<file path="src/rtl/big_fb_writer.sv">
// big_fb_writer
//   Host-side command port for the BIG framebuffer (2048 x 6-bit RRGGBB).
//   WRITE, READ and FILL commands are queued in a small FIFO. They touch the
//   framebuffer only while the VGA block reports blanking (en=1), so scan-out
//   never sees a half-updated frame. Commands execute strictly in order.
//
// Ports
//   clk         system clock, rising edge
//   rst         synchronous reset, active-low (0 = reset)
//   cmd_valid   host command strobe; accepted when cmd_ready is also 1
//   cmd_ready   queue can accept a command
//   cmd_op      00=WRITE, 01=READ, 10=FILL, 11=reserved (accepted, dropped)
//   cmd_addr    target address for WRITE/READ
//   cmd_data    pixel value for WRITE/FILL
//   rsp_valid   one-cycle pulse, rsp_data holds a READ result
//   rsp_data    last READ result, held until the next rsp_valid
//   busy        queue non-empty or a command executing
//   en          1 = display idle, framebuffer access allowed
//   fb_wr_en    framebuffer write enable
//   fb_wr_addr  framebuffer write address
//   fb_wr_data  framebuffer write data
//   fb_rd_addr  framebuffer read address
//   fb_rd_data  framebuffer read data, one-cycle synchronous latency
module big_fb_writer #(
   parameter int ADDR_W     = 11,
   parameter int DATA_W     = 6,
   parameter int FB_WORDS   = 2048,
   parameter int FIFO_DEPTH = 4
) (
   input  logic              clk,
   input  logic              rst,
   input  logic              cmd_valid,
   output logic              cmd_ready,
   input  logic [1:0]        cmd_op,
   input  logic [ADDR_W-1:0] cmd_addr,
   input  logic [DATA_W-1:0] cmd_data,
   output logic              rsp_valid,
   output logic [DATA_W-1:0] rsp_data,
   output logic              busy,
   input  logic              en,
   output logic              fb_wr_en,
   output logic [ADDR_W-1:0] fb_wr_addr,
   output logic [DATA_W-1:0] fb_wr_data,
   output logic [ADDR_W-1:0] fb_rd_addr,
   input  logic [DATA_W-1:0] fb_rd_data
);

   localparam int PTR_W = $clog2(FIFO_DEPTH);
   localparam int CNT_W = PTR_W + 1;
   localparam logic [CNT_W-1:0]  FIFO_FULL = CNT_W'(FIFO_DEPTH);
   localparam logic [ADDR_W:0]   FILL_LAST = (ADDR_W+1)'(FB_WORDS - 1);

   typedef enum logic [2:0] {
      S_IDLE,
      S_WR,
      S_RD_ADDR,
      S_RD_DATA,
      S_FILL
   } state_t;

   // Command queue storage (no reset needed; occupancy is tracked by count)
   logic [1:0]        fifo_op   [FIFO_DEPTH];
   logic [ADDR_W-1:0] fifo_addr [FIFO_DEPTH];
   logic [DATA_W-1:0] fifo_data [FIFO_DEPTH];

   state_t            state_q,      state_d;
   logic [PTR_W-1:0]  wr_ptr_q,     wr_ptr_d;
   logic [PTR_W-1:0]  rd_ptr_q,     rd_ptr_d;
   logic [CNT_W-1:0]  count_q,      count_d;
   logic              cmd_ready_q,  cmd_ready_d;
   logic [ADDR_W-1:0] op_addr_q,    op_addr_d;
   logic [DATA_W-1:0] op_data_q,    op_data_d;
   // One bit wider than the address so the last word is reached without wrap
   logic [ADDR_W:0]   fill_cnt_q,   fill_cnt_d;
   logic              rd_armed_q,   rd_armed_d;
   logic              rsp_valid_q,  rsp_valid_d;
   logic [DATA_W-1:0] rsp_data_q,   rsp_data_d;
   logic              fb_wr_en_q,   fb_wr_en_d;
   logic [ADDR_W-1:0] fb_wr_addr_q, fb_wr_addr_d;
   logic [DATA_W-1:0] fb_wr_data_q, fb_wr_data_d;
   logic [ADDR_W-1:0] fb_rd_addr_q, fb_rd_addr_d;

   logic push;
   logic pop;

   assign push = cmd_valid & cmd_ready_q;

   always_ff @(posedge clk) begin
      if (push) begin
         fifo_op[wr_ptr_q]   <= cmd_op;
         fifo_addr[wr_ptr_q] <= cmd_addr;
         fifo_data[wr_ptr_q] <= cmd_data;
      end
   end

   always_comb begin
      state_d      = state_q;
      op_addr_d    = op_addr_q;
      op_data_d    = op_data_q;
      fill_cnt_d   = fill_cnt_q;
      rd_armed_d   = 1'b0;
      rsp_valid_d  = 1'b0;
      rsp_data_d   = rsp_data_q;
      fb_wr_en_d   = 1'b0;
      fb_wr_addr_d = fb_wr_addr_q;
      fb_wr_data_d = fb_wr_data_q;
      fb_rd_addr_d = fb_rd_addr_q;
      pop          = 1'b0;

      case (state_q)
         S_IDLE: begin
            if (count_q != '0) begin
               pop       = 1'b1;
               op_addr_d = fifo_addr[rd_ptr_q];
               op_data_d = fifo_data[rd_ptr_q];
               case (fifo_op[rd_ptr_q])
                  2'b00:   state_d = S_WR;
                  2'b01:   state_d = S_RD_ADDR;
                  2'b10: begin
                     state_d    = S_FILL;
                     fill_cnt_d = '0;
                  end
                  default: state_d = S_IDLE;   // reserved op: consumed, no effect
               endcase
            end
         end

         S_WR: begin
            if (en) begin
               fb_wr_en_d   = 1'b1;
               fb_wr_addr_d = op_addr_q;
               fb_wr_data_d = op_data_q;
               state_d      = S_IDLE;
            end
         end

         S_RD_ADDR: begin
            // The address register must already hold the target before an
            // edge with en=1 counts as the framebuffer read; rd_armed marks that.
            fb_rd_addr_d = op_addr_q;
            rd_armed_d   = 1'b1;
            if (en && rd_armed_q) begin
               state_d = S_RD_DATA;
            end
         end

         S_RD_DATA: begin
            // Address was sampled while en=1, so the data is good even if en dropped.
            rsp_data_d  = fb_rd_data;
            rsp_valid_d = 1'b1;
            state_d     = S_IDLE;
         end

         S_FILL: begin
            if (en) begin
               fb_wr_en_d   = 1'b1;
               fb_wr_addr_d = fill_cnt_q[ADDR_W-1:0];
               fb_wr_data_d = op_data_q;
               fill_cnt_d   = fill_cnt_q + 1'b1;
               if (fill_cnt_q == FILL_LAST) begin
                  state_d = S_IDLE;
               end
            end
         end

         default: state_d = S_IDLE;
      endcase

      wr_ptr_d = push ? wr_ptr_q + 1'b1 : wr_ptr_q;
      rd_ptr_d = pop  ? rd_ptr_q + 1'b1 : rd_ptr_q;
      case ({push, pop})
         2'b10:   count_d = count_q + 1'b1;
         2'b01:   count_d = count_q - 1'b1;
         default: count_d = count_q;
      endcase
      cmd_ready_d = (count_d != FIFO_FULL);
   end

   always_ff @(posedge clk) begin
      if (!rst) begin
         state_q      <= S_IDLE;
         wr_ptr_q     <= '0;
         rd_ptr_q     <= '0;
         count_q      <= '0;
         cmd_ready_q  <= 1'b0;
         op_addr_q    <= '0;
         op_data_q    <= '0;
         fill_cnt_q   <= '0;
         rd_armed_q   <= 1'b0;
         rsp_valid_q  <= 1'b0;
         rsp_data_q   <= '0;
         fb_wr_en_q   <= 1'b0;
         fb_wr_addr_q <= '0;
         fb_wr_data_q <= '0;
         fb_rd_addr_q <= '0;
      end else begin
         state_q      <= state_d;
         wr_ptr_q     <= wr_ptr_d;
         rd_ptr_q     <= rd_ptr_d;
         count_q      <= count_d;
         cmd_ready_q  <= cmd_ready_d;
         op_addr_q    <= op_addr_d;
         op_data_q    <= op_data_d;
         fill_cnt_q   <= fill_cnt_d;
         rd_armed_q   <= rd_armed_d;
         rsp_valid_q  <= rsp_valid_d;
         rsp_data_q   <= rsp_data_d;
         fb_wr_en_q   <= fb_wr_en_d;
         fb_wr_addr_q <= fb_wr_addr_d;
         fb_wr_data_q <= fb_wr_data_d;
         fb_rd_addr_q <= fb_rd_addr_d;
      end
   end

   assign cmd_ready  = cmd_ready_q;
   assign rsp_valid  = rsp_valid_q;
   assign rsp_data   = rsp_data_q;
   assign busy       = (count_q != '0) | (state_q != S_IDLE);
   assign fb_wr_en   = fb_wr_en_q;
   assign fb_wr_addr = fb_wr_addr_q;
   assign fb_wr_data = fb_wr_data_q;
   assign fb_rd_addr = fb_rd_addr_q;

endmodule

</file>
<file path="config.mk">
export PLATFORM = sky130hd
export DESIGN_NAME = big_fb_writer
export DESIGN_NICKNAME = d
export VERILOG_FILES = /design/src/rtl/big_fb_writer.sv
export SDC_FILE = /design/constraint.sdc
export NUM_CORES = 1
export LEC_CHECK = 0
export ABC_AREA = 1
export BUFFER_PORTS_ARGS = -buffer_cell sky130_fd_sc_hd__buf_4
export CORE_ASPECT_RATIO = 1.4
export CORE_MARGIN = 2
export CORE_UTILIZATION = 45
export CTS_BUF_LIST = sky130_fd_sc_hd__clkbuf_16
export CTS_CLUSTER_SIZE = 8
export DETAILED_ROUTE_END_ITERATION = 10
export PLACE_DENSITY_LB_ADDON = 0.08
export SLEW_MARGIN = 25
export SYNTH_ARGS = -nofsm -noshare
export SYNTH_HDL_FRONTEND = slang
export SYNTH_SLANG_ARGS = --single-unit
</file>
<file path="constraint.sdc">
create_clock -name clk -period 2.75 [get_ports clk]
set_input_delay 0.4125 -clock clk [delete_from_list [all_inputs] [get_ports clk]]
set_output_delay 0.4125 -clock clk [all_outputs]
set_load 0.05 [all_outputs]
</file>
* Yosys cells after proc, flatten, opt, wreduce, memory -nomap -nowiden *
Memories as Yosys holds them, arrays and structs flattened. A register that Yosys moved wholly into a read port is not among the register bits.
Cells that the tools add are included.

word-level totals
  register bits = 60
  bits in writable memories = 76
  word-level logic and storage cells = 79
  memories = 3

cells by class
  add/sub/neg operators = 5
  eq/ne operators = 16
  mux-type cells = 24
  bitwise gates (word level) = 2
  reduce and logical (&&, ||, !) cells = 16

memories
  memory     words  bits a word  rd ports  clocked after memory_dff  write ports  RTL line  RTL
  fifo_addr  4      11           1         1                         1            63        logic [ADDR_W-1:0] fifo_addr [FIFO_DEPTH];
  fifo_data  4      6            1         1                         1            64        logic [DATA_W-1:0] fifo_data [FIFO_DEPTH];
  fifo_op    4      2            1         1                         1            62        logic [1:0] fifo_op [FIFO_DEPTH];

operators by type and width
  operator               number
  $mux 12                3
  $pmux 12 s2            1
  $mux 11                2
  $pmux 11 s2            1
  $mux 3                 5
  $add 12x1->12 const B  1
  $eq 12x11->1 const B   1
  $pmux 3 s4             1
  $ne 2x2->1 const B     5
  $pmux 3 s3             1
  $mux 1                 7
  $eq 3x2->1 const B     2
  $pmux 3 s2             1
  $reduce_and 2->1       3
  $reduce_bool 3->1      2
  $reduce_and 5->1       1
  $add 2x1->2 const B    2
  $eq 2x1->1 const B     2
  $eq 2x2->1 const B     2
  $mux 2                 2
  $reduce_and 4->1       1
  $reduce_bool 2->1      2
  $add 3x1->3 const B    1
  $eq 3x1->1 const B     1
  other kinds (12)       13

* Longest topological paths before layout *
Gate-level depths: netlist of the first run.

  word-level depth = 6
  depth in mapped cells = 12
  gate-level depth less buffers = 11

* Least setup slack after synthesis of the first run *
Ideal clock, no wire load.

  path type = reg2reg
  start = register state_q[2]
  end = register cmd_ready_q, in the netlist cmd_ready
  setup time = 0.127 ns
  data arrival time = 2.057 ns
  required time = 2.623 ns
  setup slack = 0.566 ns
  cell stages (with the launch flop) = 12
  path buffers = 1
  period minus slack after synthesis = 2.184 ns
  path through = dfxtp_1 nor2_2 nand2_1 nor2_1 clkbuf_1 ha_1 inv_1 fa_1 a21oi_1 o21ai_0 xor2_1 a31oi_1

on the way
  cells in the longest elaborated chain, start to end = 5
  elaborated cells between the ends (all ways) = 6
  those cells by class = 3 x eq/ne; 2 x mux; 1 x reduce/logical

RTL lines
  item                                             RTL line  RTL
  from (decl)                                      66        state_t state_q, state_d;
  from (signal assigned)                           197       state_q <= state_d;
  $logic_not 3->1 (*)                              110       case (state_q)
  $mux 1 (*)                                       110
  via pop                                          84        logic pop;
  $eq 2x1->1 / $eq 2x2->1 (equally long branches)  171       case ({push, pop})
  $pmux 3 s2 (*)                                   171
  $ne 3x3->1 (*)                                   176       cmd_ready_d = (count_d != FIFO_FULL);
  to (signal assigned)                             201       cmd_ready_q <= cmd_ready_d;
  to (decl)                                        70        logic cmd_ready_q, cmd_ready_d;

The timed path passes the listed nets; every way through them passes the cells marked *.
A chain may end at the register's enable or synchronous reset.

* Worst setup path after layout of the first run *
  start = register state_q[0]
  end = register fb_wr_addr_q[1], in the netlist fb_wr_addr[1]

on the way
  cells in the longest elaborated chain, start to end = 3
  elaborated cells between the ends (all ways) = 7
  those cells by class = 4 x eq/ne; 1 x mux; 2 x reduce/logical

RTL lines
  item                                                                     RTL line  RTL
  $eq 3x1->1 / $eq 3x3->1 (equally long branches)                          110
  $ne 2x2->1 (no source line) / $reduce_bool 2->1 (equally long branches)  --
  $reduce_and 3->1 (no source line)                                        --
  to (signal assigned)                                                     209       fb_wr_addr_q <= fb_wr_addr_d;
  to (decl)                                                                79        logic [ADDR_W-1:0] fb_wr_addr_q, fb_wr_addr_d;

Several ways; a longest one is shown, not always the timed one.

==> run summary, run 1 <==
The async set or reset register ratio after synthesis came out at 0%. The total half-perimeter wirelength after legalization and detailed placement came out at 9.32 mm. Between clock sinks in the finished design, the worst skew comes to 0.00852 ns. The area inside the core boundary came out at 0.0134 mm². The total of buffers placed on input and output ports came out at 66. The synthesized netlist occupies a cell area of 0.00616 mm². The number of enable flip-flop cells after synthesis came out at 76. Counting every instance in the synthesized netlist gives 653. The number of distinct library cells after synthesis came out at 31. Entering global routing, the biggest net connects 59 pins. The number of slew-limit violations in the final report came out at 0. The signal arrival time at the worst endpoint came out at 2.37 ns. The number of sinks driven by the clock tree came out at 155.

The hold-fix buffer count after cts came out at 0. The number of hold violations in the final report is 0. The area share of the largest cell type after synthesis came out at 37.1%.

A synthesized cell averages 9.43 µm². Based on the critical path, the design can be clocked at up to 492 MHz. The flow ran to the end, and the final reports show no timing, DRC or antenna violations. TritonCTS built the clock tree. The actual slew at the worst max-slew pin came out at 0.909 ns. In this run the remaining antenna-violating nets after routing total 0. The required time at the endpoint of the critical path came out at 3.09 ns. The first global-routing pass estimated 22.1 mm of wire. The congestion estimate from routability-driven global placement came to 0.789.

The aggregate routed wire length came out at 14.1 mm. The biggest area contributor in the post-synthesis netlist is edfxtp_1. After synthesis, the most frequently instantiated cells are nor2_1, o21ai_0, nand2_1, dfxtp_1, edfxtp_1. The synthesized design contains 155 register bits. The number of iterations in the first detailed-routing pass came out at 4. Using the TritonRoute via totals, the vias-per-cell ratio works out to 5.01.

The worst path uses 73.9% of the clock period. The relative slew slack is 39.3%. Global routing used 20.1% of the available tracks. By instance count, the leading cell after synthesis is nor2_1.

The insertion delay to the later sink of the worst-skew pair is 0.42 ns. The class of the tightest hold or removal check is input pin to flop. The part of the Yosys area used for sequential elements came out at 62.7%. The height of the die came out at 142 µm. After clock tree synthesis, the repair step resized 0 gates. The net count after synthesis came out at 689. The worst setup path is captured at a flop. In the final routed layout, each cell accounts on average for 15.4 µm. The leakage power came out at 2.90 nW. The setup-violating endpoint count in the final report came out at 0.

The initial antenna violation count came out at 0. The total of fill cells in the finished design is 1263. The number of global-route vias before repair is 4328. The number of setup buffers added after CTS is 0. Yosys attributes the largest share of cell area to edfxtp_1, dfxtp_1, nor2_1, o21ai_0, nand2_1. The layout cell share with drive strength beyond 1 came out at 17.3%.

The remaining global-route overflow is 0. The chip width came out at 103 µm. After clock tree synthesis, the clock-pin slew on the worst setup and hold paths is 0.07 ns. The number of synthesis warnings came out at 0. The area growth from synthesis to layout is 20.5%. The aggregate negative setup slack is 0 ns. The maximum vdd ir drop is 0.520 mV. Setup repair after global routing left no endpoint under its margin. The maximum net fanout on the critical path came out at 16. The count of nets after finishing came out at 758. The setup path with the least slack is of type flop to flop. The die area came out at 0.0147 mm². The remaining routing DRC violations came out at 0. For this configuration, the core starts out at a cell density of 46.0%.

The kind of launch point of the worst setup path is a flop. The final critical path time including I/O delays and setup came out at 2.03 ns. Summing over every cut layer, the via total after detailed routing is 4596. The power per standard cell area came out at 1040 mW/mm².

In the synthesized netlist the dominant register cell turns out to be dfxtp_1. For this block, the initial DRC count from the detailed router was 166. In this run, CTS created clock tree buffers numbering 17.

The number of diodes is 0. In this run the clock root is driven by a clkbuf_16. Measured on the finished design, the core utilization comes to 55.4%. The placement row count is 50. The number of buffers on the longest clock path is 2. The number of levels in the clock H-tree came out at 4.

The number of placed I/O pins came out at 67. Across the run, the number of max-cap violations was 0.
report_power, final:
part           internal [mW]  leakage (nW)  switching (mW)
clock network           1.27         0.276           0.994
logic                  0.705          1.29            1.77
registers               2.78          1.33           0.229
sequential cells by signal, summed over array words and instances (netlist names), named ones only:
signal      count
count_q         3
cmd_ready       1
fb_rd_addr     11
fifo_data      24
rd_ptr_q        2
rsp_data        6
op_addr_q      11
fb_wr_data      6
state_q         3
fifo_op         8
fifo_addr      44
rsp_valid       1
rd_armed_q      1
fb_wr_addr     11
fb_wr_en        1
wr_ptr_q        2
fill_cnt_q     12
op_data_q       6
per-stage QoR:
step / area, µm² / power, mW / instances / hold WS (ns) / worst slack [ns]
final: 7420 / 7.75 / 917 / 0.187 / 0.718
after global routing: 7420 / 8.17 / 917 / 0.174 / 0.556
after CTS: 7420 / 7.81 / 917 / 0.174 / 0.746
after detailed placement: 6850 / 5.54 / 885 / 0.482 / 0.722
after global placement: 6850 / 5.50 / 885 / 0.466 / 0.768
after floorplan: 6160 / 4.80 / 653 / 0.450 / 0.566
metal layers:
layer  up-vias  wire, µm  share of wire [%]  GRT usage, %
li1       2346         -                  -             -
met1      2152      5910                 42          22.7
met2        79      7500                 53          36.6
met3        19       424                3.0          4.52
met4         0       285                2.0          7.13
met5         -         0                  0             0
critical path, cell delays in order (launching register included):
cell	delay, ns
dfxtp_1	0.35
nor2_1	0.20
nand2_2	0.16
inv_1	0.33
nor2_1	0.14
nor2_4	0.28
buf_4	0.24
o21ai_0	0.09
a31oi_1	0.17
final timing paths:
| check | startpoint | end | slack [ns] | cells past startpoint |
|---|---|---|---|---|
| setup / recovery | state_q[0] | fb_wr_addr[1] | 0.72 | 8 |
| hold / removal | cmd_data[3] | fifo_data[3][3] | 0.19 | 1 |
| setup reg to reg | state_q[0] | fb_wr_addr[1] | 0.72 | 8 |
| hold reg to reg | fill_cnt_q[11] | fill_cnt_q[11] | 0.49 | 2 |
cells by family after synthesis:
logic type               share of synthesized area (%)
AO/OA/AOI/OAI                                     13.0
XOR/XNOR                                         0.284
flip-flops                                        62.7
AND/OR/NAND/NOR                                   17.6
buffers and inverters                             4.85
adder cells (fa/ha/maj)                           1.54
placed cells by master, fill, tap and decap left out, drive strengths merged:
| cell type | synthesis | layout |
|---|---|---|
| o21ai | 96 | 96 |
| nor3 | 5 | 5 |
| dfxtp | 79 | 79 |
| clkinvlp | 0 | 3 |
| nand4 | 2 | 2 |
| ha | 6 | 6 |
| bufinv | 0 | 1 |
| fa | 1 | 1 |
| nand3 | 21 | 21 |
| buf | 13 | 80 |
| nor2 | 152 | 152 |
| a21oi | 23 | 23 |
| a31oi | 28 | 28 |
| o21bai | 1 | 1 |
| xor2 | 2 | 2 |
| inv | 39 | 47 |
| clkbuf | 17 | 17 |
| nand2 | 90 | 90 |
| clkinv | 2 | 5 |
| edfxtp | 76 | 76 |
layout make-up:
class / count / area, µm² / share of cell area [%]
Clock buffer: 17 / 425 / 5.73
Clock inverter: 15 / 150 / 2.02
Inverter: 41 / 154 / 2.07
Multi-Input combinational cell: 427 / 2000 / 26.9
Sequential cell: 155 / 3860 / 52.1
Tap cell: 182 / 228 / 3.07
Timing Repair Buffer: 80 / 601 / 8.09
Power figures use the tool's default switching activity.
==> inputs of run 2 (changes only) <==
--- a/config.mk
+++ b/config.mk
@@ -5,7 +5,7 @@
 export SDC_FILE = /design/constraint.sdc
 export NUM_CORES = 1
 export LEC_CHECK = 0
-export ABC_AREA = 1
+export ABC_AREA = 0
 export BUFFER_PORTS_ARGS = -buffer_cell sky130_fd_sc_hd__buf_4
 export CORE_ASPECT_RATIO = 1.4
 export CORE_MARGIN = 2
==> constraint.sdc (replaced) <==
create_clock -name clk -period 2 [get_ports clk]
set_input_delay 0.3 -clock clk [delete_from_list [all_inputs] [get_ports clk]]
set_output_delay 0.3 -clock clk [all_outputs]
set_load 0.05 [all_outputs]
==> run 2 against run 1 <==
Compared with the run above:
- largest power group unchanged
- critical endpoint is now busy
- count of clock-buffer cells in the layout unchanged
- highest routed layer unchanged
- critical path depth decreased by 4
- clock power increased by 30%
- setup slack got worse by 0.62 ns
- largest cell class unchanged
- die area decreased by 1.6%
==> run summary, run 2 <==
The flow ran to the end, and the final reports show no timing, DRC or antenna violations. The total power consumption of the routed design is 9.84 mW (+27%). The worst setup path is captured at a primary output. The number of enable flip-flop cells after synthesis came out at 76 (unchanged). The relative slew slack is 70.0% (+31 points). The clock slew at the register clock pins of the worst setup and hold paths is 0.06 ns (about the same). The cell depth of the worst min-delay path came out at 1 (unchanged). The flip-flop and latch count after synthesis came out at 155 (unchanged).

The actual slew at the worst max-slew pin came out at 0.448 ns (-0.462 ns). In this run the critical register-to-register path is captured at cmd_ready. The average cell area after synthesis came out at 12.4 µm² (+31%). In the layout the commonest cells are buf_4, nand2_1, dfxtp_1.

In the synthesized netlist, the cells that appear most often are nand2_1, dfxtp_1, edfxtp_1, nor2_1, a21oi_1. Sorting the synthesized cells by area gives the leading types as edfxtp_1, dfxtp_1, mux4_2, nand2_1, mux2i_1. The net count after synthesis is 525 (-24%).

The highest clock rate came out at 526 MHz. The number of synthesis warnings is 0 (unchanged). In the final layout, the registers with the most flip-flops are fifo_addr x44, fifo_data x24, fill_cnt_q x12. The number of placed I/O pins came to 67 (unchanged). TritonCTS built the clock tree. The maximum net fanout on the critical path is 5 (-11). The launch instance of the worst min-delay path is cmd_data[0]. The wire length per cell after detailed routing came to 15.3 µm (-0.98%). The number of instances resized during post-cts repair came out at 0 (unchanged). The setup-violating endpoint count in the final report is 0 (unchanged). The placement row count came out at 50 (unchanged). The final clock period utilization by the worst path came out at 95.1%. The basic-gate share of the synthesized area counting and, or, nand and nor cells is 12.2% (-5.4 points). The aggregate negative setup slack came out at 0 ns (unchanged). The initial antenna violation count came out at 0 (unchanged).

The number of cells produced by synthesis came out at 489 (-25%). The total of buffers placed on input and output ports is 66 (unchanged). The number of levels in the clock H-tree came out at 4 (unchanged). The chip width came to 102 µm (-0.82%). The area inside the core boundary is 0.0133 mm² (-0.93%).

The startpoint of the worst register-to-register path is state_q[1]. The height of the die came out at 141 µm (-0.82%). The largest area contributor in the netlist is edfxtp_1. The number of hold violations in the final report is 0 (unchanged). The most frequent standard cell in the layout excluding fill and tap cells is buf_4. The worst-case hold path end point is fifo_data[1][0]. The synthesis-to-finish area growth came out at 22.5%. The weighted congestion reported at the end of routability-driven placement came out at 0.860 (+9.0%).

The number of buffers added by the clock tree synthesis step came out at 17 (unchanged). The count of nets after finishing is 603 (-20%). The async set or reset register ratio after synthesis was 0% (unchanged). The most used flip-flop cell after synthesis is dfxtp_1. The number of nets still failing antenna checks after routing was 0 (unchanged). The number of distinct library cells after synthesis is 43 (+39%). Setup repair after global routing left no endpoint under its margin. The required time at the endpoint of the critical path was 1.70 ns (-1.39 ns).

The first-pass GRT wire length came out at 18.9 mm (-15%). By area, the combinational part of the netlist is dominated by simple AND/OR/NAND/NOR gates. The initial cell density of the core came to 45.7% (-0.35 points). The layout cell share with drive strength beyond 1 was 25.9% (+8.6 points).

The finished layout cell area is 0.00742 mm² (about the same). The number of diodes is 0 (unchanged). The non-filler instance count after layout came out at 762 (-17%). The hold-fix buffer count after cts came out at 0 (unchanged).

The final critical path time including I/O delays and setup is 1.90 ns. The pin count of the biggest net entering global routing came to 29 (-51%). The adder and majority gate portion of the synthesized area came out at 1.57% (+0.026 points). The leakage power came to 2.71 nW (-6.6%). The worst-case setup slack after placement is 0.0916 ns (-0.631 ns). The mux share of post-synthesis cell area is 11.3% (+11 points).

The DRC marker count from the first detailed-route iteration is 204 (+23%). The tightest min-delay check is of the input pin to flop type. The register bank with the most flops is fifo_addr. The max-capacitance violation count is 0 (unchanged). The number of iterations in the first detailed-routing pass came to 4 (unchanged). The number of slew-limit violations in the final report came out at 0 (unchanged). The utilization after layout came to 55.9% (+0.49 points). The setup slack after layout came out at 0.0978 ns (-0.621 ns). The total routing usage reported by global routing came out at 17.2% (-2.9 points).

The total instance count after detailed placement came out at 730 (-18%). The kind of launch point of the worst setup path is a flop. The total placed instance area came out at 0.00687 mm² (+0.33%). The remaining routing DRC violations is 0 (unchanged). The area of the mapped netlist is 0.00606 mm² (-1.7%). The worst-case register-to-register setup slack came to 0.11 ns (-0.61 ns). The die area came to 0.0144 mm² (-1.6%). The number of buffers on the longest clock path is 2 (unchanged). Clock tree synthesis selected as its root buffer the cell clkbuf_16. The number of sinks driven by the clock tree is 155 (unchanged). The area share of the largest cell type after synthesis came to 37.7% (+0.64 points). The part of the Yosys area used for sequential elements came out at 63.8% (+1.1 points). The number of setup buffers added after CTS is 0 (unchanged). The worst-case reg-to-reg path depth is 10 (+2). The signal arrival time at the worst endpoint is 1.60 ns (-0.77 ns). The maximum vdd ir drop came to 0.612 mV (+18%). The aggregate routed wire length is 11.6 mm (-18%). The number of global-route vias before repair was 3795 (-12%).

The final setup skew is 0.0107 ns (+0.00220 ns). The kind of critical path is flop to primary output. The remaining global-route overflow is 0 (unchanged).

The worst-case hold slack came to 0.0817 ns (-0.105 ns). The post-synthesis share of cell area spent on xor and xnor gates came out at 1.59% (+1.3 points). The post-detailed-route via-to-cell ratio is 5.04 (+0.57%).

The total vias in the final route was 3841 (-16%). The most repeated cell in the gate-level netlist after synthesis is nand2_1. The insertion delay to the later sink of the worst-skew pair came out at 0.41 ns (about the same).

The total half-perimeter wirelength after legalization and detailed placement came out at 8.09 mm (-13%). The area fraction in compound gates after synthesis was 6.84% (-6.2 points). The number of flip-flops in the largest register came out at 44 (unchanged). The power per standard cell area is 1330 mW/mm² (+27%).
-- run 2: cell type report --
class / count / area, µm²
fillers: 1165 / 5850
well taps: 182 / 228
inverters: 9 / 33.8
clock buffers: 17 / 425
repair buffers: 85 / 676
multi-input cells: 299 / 2070
clock inverters: 15 / 123
flip-flops and latches: 155 / 3860
-- run 2: metal layers --
metal,up-vias,wire (µm),track usage (%)
met5,-,0,0
met1,1835,5030,20.9
met3,9,420,4.29
li1,1919,-,-
met4,0,107,5.61
met2,78,6060,29.8
-- run 2: power breakdown --
| part | total (mW) | internal, mW | switching [mW] |
|---|---|---|---|
| sequential | 4.04 | 3.77 | 0.270 |
| clock | 2.96 | 1.71 | 1.25 |
| combinational | 2.85 | 1.13 | 1.71 |
| total | 9.84 | 6.61 | 3.23 |
-- run 2: worst max-delay path by stage --
stage | cells past startpoint | startpoint | slack [ns] | end
2_1_floorplan | 12 | state_q[0] | -0.06 | cmd_ready
3_3_place_gp | 10 | state_q[0] | 0.15 | cmd_ready
3_5_place_dp | 10 | state_q[0] | 0.09 | cmd_ready
4_1_cts | 4 | count_q[0] | 0.08 | busy
5_1_grt | 10 | state_q[1] | 0.006 | cmd_ready
6_report | 4 | count_q[0] | 0.1 | busy
-- run 2: worst max-delay path, stage by stage, from the launching register on --
cell     delay [ns]
dfxtp_1        0.31
buf_4          0.15
nor3_1         0.32
nand2_1        0.19
buf_4          0.23
-- run 2: cells by family (layout without fill, tap and decap cells) --
| logic type | after synthesis | count (layout) |
|---|---|---|
| AND/OR/NAND/NOR | 165 | 165 |
| flip-flops | 155 | 155 |
| AO/OA/AOI/OAI | 69 | 69 |
| multiplexers | 47 | 47 |
| buffers and inverters | 35 | 126 |
| XOR/XNOR | 11 | 11 |
| adder cells (fa/ha/maj) | 7 | 7 |
